===== config.mk =====
export PLATFORM = sky130hd
export DESIGN_NAME = multicycle_control
export DESIGN_NICKNAME = d
export VERILOG_FILES = /design/src/rtl/ctrl_pkg.sv /design/src/rtl/mem_wait_timer.sv /design/src/rtl/multicycle_control.sv
export SDC_FILE = /design/constraint.sdc
export NUM_CORES = 1
export LEC_CHECK = 0
export BUFFER_PORTS_ARGS = -buffer_cell sky130_fd_sc_hd__buf_4
export CORE_MARGIN = 3
export CORE_UTILIZATION = 43
export DETAILED_ROUTE_END_ITERATION = 6
export GPL_TIMING_DRIVEN = 0
export PLACE_DENSITY = 0.73
export SYNTH_ARGS = -nofsm -noshare
export SYNTH_HDL_FRONTEND = slang
export SYNTH_HIERARCHICAL = 1
export SYNTH_SLANG_ARGS = --single-unit

===== constraint.sdc =====
create_clock -name clk -period 7.1 [get_ports clk]
set_clock_uncertainty 0.2 [all_clocks]
set_input_delay 0 -clock clk [delete_from_list [all_inputs] [get_ports clk]]
set_output_delay 0 -clock clk [all_outputs]
set_load 0.03 [all_outputs]

===== src/rtl/ctrl_pkg.sv =====
// Shared types and helpers for the multi-cycle control FSM.
// The IRQ state exists only when CTRL_IRQ_EN is defined.
package ctrl_pkg;

`ifdef CTRL_IRQ_EN
    typedef enum logic [3:0] {
        S_IDLE, S_FETCH, S_DECODE, S_EX_ALU, S_EX_JMP, S_EX_BZ,
        S_MEM_RD, S_MEM_WR, S_HALTED, S_FAULT, S_IRQ
    } state_t;
`else
    typedef enum logic [3:0] {
        S_IDLE, S_FETCH, S_DECODE, S_EX_ALU, S_EX_JMP, S_EX_BZ,
        S_MEM_RD, S_MEM_WR, S_HALTED, S_FAULT
    } state_t;
`endif

    // Non-ALU opcodes sit directly above the ALU range; halt is all-ones.
    function automatic int opc_jmp(input int alu_ops);
        return alu_ops;
    endfunction

    function automatic int opc_bz(input int alu_ops);
        return alu_ops + 1;
    endfunction

    function automatic int opc_ld(input int alu_ops);
        return alu_ops + 2;
    endfunction

    function automatic int opc_st(input int alu_ops);
        return alu_ops + 3;
    endfunction

    function automatic int opc_hlt(input int op_w);
        return (1 << op_w) - 1;
    endfunction

    function automatic int wait_cnt_w(input int timeout);
        return $clog2(timeout + 1);
    endfunction

endpackage


===== src/rtl/mem_wait_timer.sv =====
// Counts cycles spent waiting on mem_ready; expired flags the last
// permitted wait cycle so the FSM can leave for FAULT.
module mem_wait_timer #(
    parameter int TIMEOUT = 15,
    parameter int W       = 4
) (
    input  logic clk,
    input  logic reset,
    input  logic start,
    input  logic busy,
    input  logic ready,
    output logic expired
);

    logic [W-1:0] cnt;

    always_ff @(posedge clk or posedge reset) begin
        if (reset)
            cnt <= '0;
        else if (start)
            cnt <= '0;
        else if (busy && !ready)
            cnt <= cnt + 1'b1;
    end

    // Fires when this cycle's increment would make the count reach TIMEOUT;
    // a ready in the same cycle masks it.
    assign expired = busy && !ready && (cnt == W'(TIMEOUT - 1));

endmodule


===== src/rtl/multicycle_control.sv =====
// Multi-cycle FETCH/DECODE/EXECUTE control FSM for the 16-bit core.
// Optional interrupt entry (irq/irq_ack, IRQ state) under CTRL_IRQ_EN.
module multicycle_control
    import ctrl_pkg::*;
#(
    parameter int OP_W    = 4,
    parameter int ALU_OPS = 8,
    parameter int TIMEOUT = 15
) (
    input  logic            clk,
    input  logic            reset,
    input  logic [OP_W-1:0] op,
    input  logic            zero,
    input  logic            mem_ready,
    input  logic            resume,
`ifdef CTRL_IRQ_EN
    input  logic            irq,
    output logic            irq_ack,
`endif
    output logic            ir_load,
    output logic            rd,
    output logic            wr,
    output logic            inc_pc,
    output logic            load_pc,
    output logic            alu,
    output logic [OP_W-1:0] alu_op,
    output logic            reg_we,
    output logic            halt,
    output logic            fault
);

    localparam int            CW      = wait_cnt_w(TIMEOUT);
    localparam logic [OP_W:0] ALU_LIM = (OP_W + 1)'(ALU_OPS);
    localparam logic [OP_W-1:0] OPC_JMP = OP_W'(opc_jmp(ALU_OPS));
    localparam logic [OP_W-1:0] OPC_BZ  = OP_W'(opc_bz(ALU_OPS));
    localparam logic [OP_W-1:0] OPC_LD  = OP_W'(opc_ld(ALU_OPS));
    localparam logic [OP_W-1:0] OPC_ST  = OP_W'(opc_st(ALU_OPS));
    localparam logic [OP_W-1:0] OPC_HLT = OP_W'(opc_hlt(OP_W));

    state_t state, nxt;
    logic   go_fetch;
    logic   wait_busy, wait_start, expired;

    always_ff @(posedge clk or posedge reset) begin
        if (reset)
            state <= S_IDLE;
        else
            state <= nxt;
    end

    always_ff @(posedge clk or posedge reset) begin
        if (reset)
            alu_op <= '0;
        else if (state == S_DECODE)
            alu_op <= op;
    end

    always_comb begin
        nxt      = state;
        go_fetch = 1'b0;
        case (state)
            S_IDLE:   nxt = S_FETCH;
            S_FETCH: begin
                if (mem_ready)    nxt = S_DECODE;
                else if (expired) nxt = S_FAULT;
            end
            S_DECODE: begin
                if ({1'b0, op} < ALU_LIM) nxt = S_EX_ALU;
                else if (op == OPC_JMP)   nxt = S_EX_JMP;
                else if (op == OPC_BZ)    nxt = S_EX_BZ;
                else if (op == OPC_LD)    nxt = S_MEM_RD;
                else if (op == OPC_ST)    nxt = S_MEM_WR;
                else if (op == OPC_HLT)   nxt = S_HALTED;
                else                      nxt = S_FAULT;
            end
            S_EX_ALU, S_EX_JMP, S_EX_BZ: go_fetch = 1'b1;
            S_MEM_RD, S_MEM_WR: begin
                if (mem_ready)    go_fetch = 1'b1;
                else if (expired) nxt = S_FAULT;
            end
`ifdef CTRL_IRQ_EN
            S_HALTED: go_fetch = resume || irq;
            S_IRQ:    nxt = S_FETCH;
`else
            S_HALTED: go_fetch = resume;
`endif
            S_FAULT:  nxt = S_FAULT;
            default:  nxt = S_IDLE;
        endcase
        if (go_fetch) nxt = S_FETCH;
`ifdef CTRL_IRQ_EN
        // Interrupts are taken only at instruction boundaries heading into FETCH.
        if (go_fetch && irq) nxt = S_IRQ;
`endif
    end

    assign wait_busy  = (state == S_FETCH) || (state == S_MEM_RD) || (state == S_MEM_WR);
    assign wait_start = (nxt != state) &&
                        ((nxt == S_FETCH) || (nxt == S_MEM_RD) || (nxt == S_MEM_WR));

    mem_wait_timer #(.TIMEOUT(TIMEOUT), .W(CW)) u_timer (
        .clk     (clk),
        .reset   (reset),
        .start   (wait_start),
        .busy    (wait_busy),
        .ready   (mem_ready),
        .expired (expired)
    );

    always_comb begin
        ir_load = 1'b0;
        rd      = 1'b0;
        wr      = 1'b0;
        inc_pc  = 1'b0;
        load_pc = 1'b0;
        alu     = 1'b0;
        reg_we  = 1'b0;
        halt    = 1'b0;
        fault   = 1'b0;
`ifdef CTRL_IRQ_EN
        irq_ack = 1'b0;
`endif
        case (state)
            S_FETCH: begin
                rd      = 1'b1;
                ir_load = mem_ready;
                inc_pc  = mem_ready;
            end
            S_EX_ALU: begin
                alu    = 1'b1;
                reg_we = 1'b1;
            end
            S_EX_JMP: load_pc = 1'b1;
            S_EX_BZ:  load_pc = zero;
            S_MEM_RD: begin
                rd     = 1'b1;
                reg_we = mem_ready;
            end
            S_MEM_WR: wr = 1'b1;
            S_HALTED: halt = 1'b1;
            S_FAULT: begin
                halt  = 1'b1;
                fault = 1'b1;
            end
`ifdef CTRL_IRQ_EN
            S_IRQ: begin
                irq_ack = 1'b1;
                load_pc = 1'b1;
            end
`endif
            default: ;
        endcase
    end

endmodule


==> summary.md <==
| Metric | Value |
|---|---|
| Static Leak | 0.587 nW |
| Hold buffers post-CTS | 8 |
| Mapped Nets | 120 |
| Critical path's largest stage delay | 430 ps |
| Antenna diode count | 0 |
| Kind of cell adding the most delay to the critical path | simple AND/OR/NAND/NOR gates |
| Area share of the leading cell type in the synthesized netlist | 0.340 |
| Relative area change from synthesis to final layout | 34.6% |
| CP Class | reg2reg |
| Clk pin slew, worst setup/hold paths | 70 ps |
| Total length of routed wires | 1990 µm |
| Wl on met1 | 1020 µm |
| Final HPWL DP | 1500 µm |
| Clock Sinks | 12 |
| Critical path buffers and inverters | 1 |
| Count of cells resized by post-cts repair | 0 |
| Fraction of layout cells with a size suffix above 1 | 0.232 |
| Async S/R FF share, synth | 1.00 |
| Classification of the worst-slack hold path | in2async |
| Global router's overall resource usage | 0.168 |
| Remaining antenna violation count after routing | 0 |
| Average footprint of a synthesized cell | 8.09 µm² |
| Seq cells post-synth | 12 |
| Maximum number of pins on one net before global-route repair | 11 |
| Most frequent cells after synthesis | 12 x sky130_fd_sc_hd__dfrtp_1, 12 x sky130_fd_sc_hd__nand2_1, 11 x sky130_fd_sc_hd__nor2_1, 9 x sky130_fd_sc_hd__a21oi_1, 9 x sky130_fd_sc_hd__o21ai_0 |
| Max layer used | met4 |
| Number of I/O pins | 22 |
| Buffers from clock root to sink, at most | 2 |
| Cell type with the largest total area after synthesis | sky130_fd_sc_hd__dfrtp_1 |
| CP endpoint kind | register |
| Sequential area share after synthesis | 0.340 |
| Synth Instances | 109 |
| Number of hold-slack violations in the final timing report | 0 |
| Skew-Pair Late Insertion Delay | 270 ps |
| Worst-path fanout max | 10 |
| Wire length of the first global-routing pass | 3480 µm |
| DRC viols | 0 |
| Synthesized area | 882 µm² |
| Setup violations, final | 0 |
| Most used DFF post-synth | sky130_fd_sc_hd__dfrtp_1 |
| Vias | 860 |
| Total overflow reported by the global router | 0 |
| Worst-case setup slack after placement | 3870 ps |
| # H-tree levels | 1 |
| Std-Cell Core Area | 1820 µm² |
| Period Utilization, post-route | 0.460 |
| Die extent in y | 51.3 µm |
| Max-slew headroom | 0.633 |
| Warnings, synthesis | 6 |
| Final Wtd Congestion | 0.879 |
| Worst path arrival time | 3230 ps |
| Total iterations of the first detailed-routing run | 4 |
| CP dominant cell by count | sky130_fd_sc_hd__nor2b_1 |
| Number of library cell types mapped by synthesis | 36 |
| TNS Setup | 0 ps |
| PnR Total Power | 457 µW |
| Standard cell with the maximum stage delay on the critical path | sky130_fd_sc_hd__dfrtp_1 |
| Max capacitance violation total | 0 |
| Number of buffers added on ports | 21 |
| Status | finished, final reports clean |
| Fmax | 306 MHz |
| Die span in x | 51.3 µm |
| Met2 wirelength from detailed routing | 873 µm |
| EDFF count, synth | 0 |
| Final number of max-transition violations | 0 |
| Worst voltage drop across the vdd grid | 0.237 mV |
| Series of cell instances along the critical path | clkbuf_1 -> nor2b_1 -> a21oi_1 -> nor2_1 -> nor2b_4 -> and4_2 -> nor2b_1 -> a21o_1 -> a22oi_1 -> and3b_1 -> a2bb2oi_1 -> nor2b_1 -> mux2_1 |
| Count of standard-cell rows | 15 |
| Number of nets at the end of the flow | 154 |
| Crit path required time | 7060 ps |
| # Post-CTS Setup Buffers | 0 |
| Clock tree from TritonCTS | yes |
| Routed met3 length | 80 µm |
| Average vias per placed instance | 5.15 |
| Actual slew at the worst max-slew pin | 549 ps |
| Power per Cell Area | 385 nW/µm² |
| Number of DRC markers after the initial detailed-route iteration | 14 |
| Effective utilization at floorplan | 0.485 |
| Vias in the first global route | 826 |
| Unrepaired setup endpoints after global routing | no |
| Number of clock buffers inserted by TritonCTS | 3 |
| Number of antenna violations at the first check in global routing | 0 |
| Routed wirelength normalized by instance count | 11.9 µm |
| Worst setup slack after layout | 3830 ps |
| Clock period minus worst slack | 3270 ps |
| Filler Cells Inserted | 158 |
| Area enclosed by the die boundary | 2630 µm² |
| Top cells by area in the synthesized netlist | sky130_fd_sc_hd__dfrtp_1 34%, sky130_fd_sc_hd__a21oi_1 5.1%, sky130_fd_sc_hd__o21ai_0 5.1% |
| Type of element launching the critical path | register |
| CTS root buf | sky130_fd_sc_hd__clkbuf_4 |
-- cell usage in the layout (no fill, tap or decap), drive strengths merged, types with 2 or more instances in the layout --
| cell | Yosys | layout |
|---|---|---|
| a21oi | 9 | 9 |
| a21o | 2 | 2 |
| or4b | 2 | 2 |
| nand3b | 2 | 2 |
| ha | 2 | 2 |
| and3b | 3 | 3 |
| clkbuf | 2 | 6 |
| nor2b | 8 | 8 |
| nand3 | 2 | 2 |
| nor3 | 3 | 3 |
| o21ai | 9 | 9 |
| dfrtp | 12 | 12 |
| nand2b | 3 | 3 |
| dlygate4sd3 | 0 | 8 |
| nor2 | 11 | 11 |
| buf | 4 | 25 |
| nand2 | 12 | 12 |
| inv | 6 | 6 |
-- cell type report --
type	count	area [µm²]	area share
Multi-Input combinational cell	85	529	0.446
Clock buffer	4	36.3	0.0306
Buffer	6	30.0	0.0253
Sequential cell	12	300	0.253
Inverter	6	22.5	0.0190
Timing Repair Buffer	29	238	0.200
Tap cell	25	31.3	0.0263
-- per-layer routing --
metal / GRT usage / up-vias
met5: 0 / -
met4: 0.0568 / 0
met3: 0.0204 / 4
met2: 0.270 / 23
met1: 0.233 / 390
li1: - / 443
-- cell families (layout without fill, tap and decap cells) --
kind of cell | after synthesis | count (layout) | synth area share
DFF | 12 | 12 | 0.340
xor gates and xnor gates | 2 | 2 | 0.0199
and+or+nand+nor | 53 | 53 | 0.348
buffers and inverters | 12 | 45 | 0.0596
muxes | 1 | 1 | 0.0128
adders and majority gates | 2 | 2 | 0.0284
AOI/OAI and AO/OA | 27 | 27 | 0.191
-- tightest hold or removal path, stage by stage --
cell	delay, ps
sky130_fd_sc_hd__dlygate4sd3_1	530
sky130_fd_sc_hd__buf_4	130
sky130_fd_sc_hd__inv_1	240
-- flip-flops by register name, summed over array words and instances (netlist names) --
register     cells
alu_op           4
state            4
u_timer/cnt      4
-- final timing paths --
check | end | slack, ps | cells after the start | startpoint
min | alu_op[3]$_DFFE_PP0P_ | 40 | 3 | reset
min reg2reg | alu_op[1]$_DFFE_PP0P_ | 290 | 2 | alu_op[1]$_DFFE_PP0P_
max in group asynchronous | u_timer/cnt[2]$_DFFE_PP0P_ | 6030 | 4 | reset
min in group clk | load_pc | 210 | 4 | zero
max | u_timer/cnt[3]$_DFFE_PP0P_ | 3830 | 13 | state[1]$_DFF_PP0_
max reg2reg | u_timer/cnt[3]$_DFFE_PP0P_ | 3830 | 13 | state[1]$_DFF_PP0_
-- where the power goes --
part	switching, mW	internal [mW]	total, mW
Clock	0.0215	0.0311	0.0526
Sequential	0.0252	0.0951	0.120
Combinational	0.167	0.118	0.284
-- metrics by stage --
| step | hold slack (ps) | cell area [µm²] | cells | util |
|---|---|---|---|---|
| floorplan | -434 | 882 | 109 | - |
| global route | 50.5 | 1190 | 167 | 0.652 |
| detailed placement | -290 | 1070 | 155 | 0.588 |
| global placement | -299 | 1070 | 155 | 0.588 |
| CTS | 48.5 | 1190 | 167 | 0.652 |
| finish | 36.5 | 1190 | 167 | 0.652 |
Power figures use the tool's default switching activity.
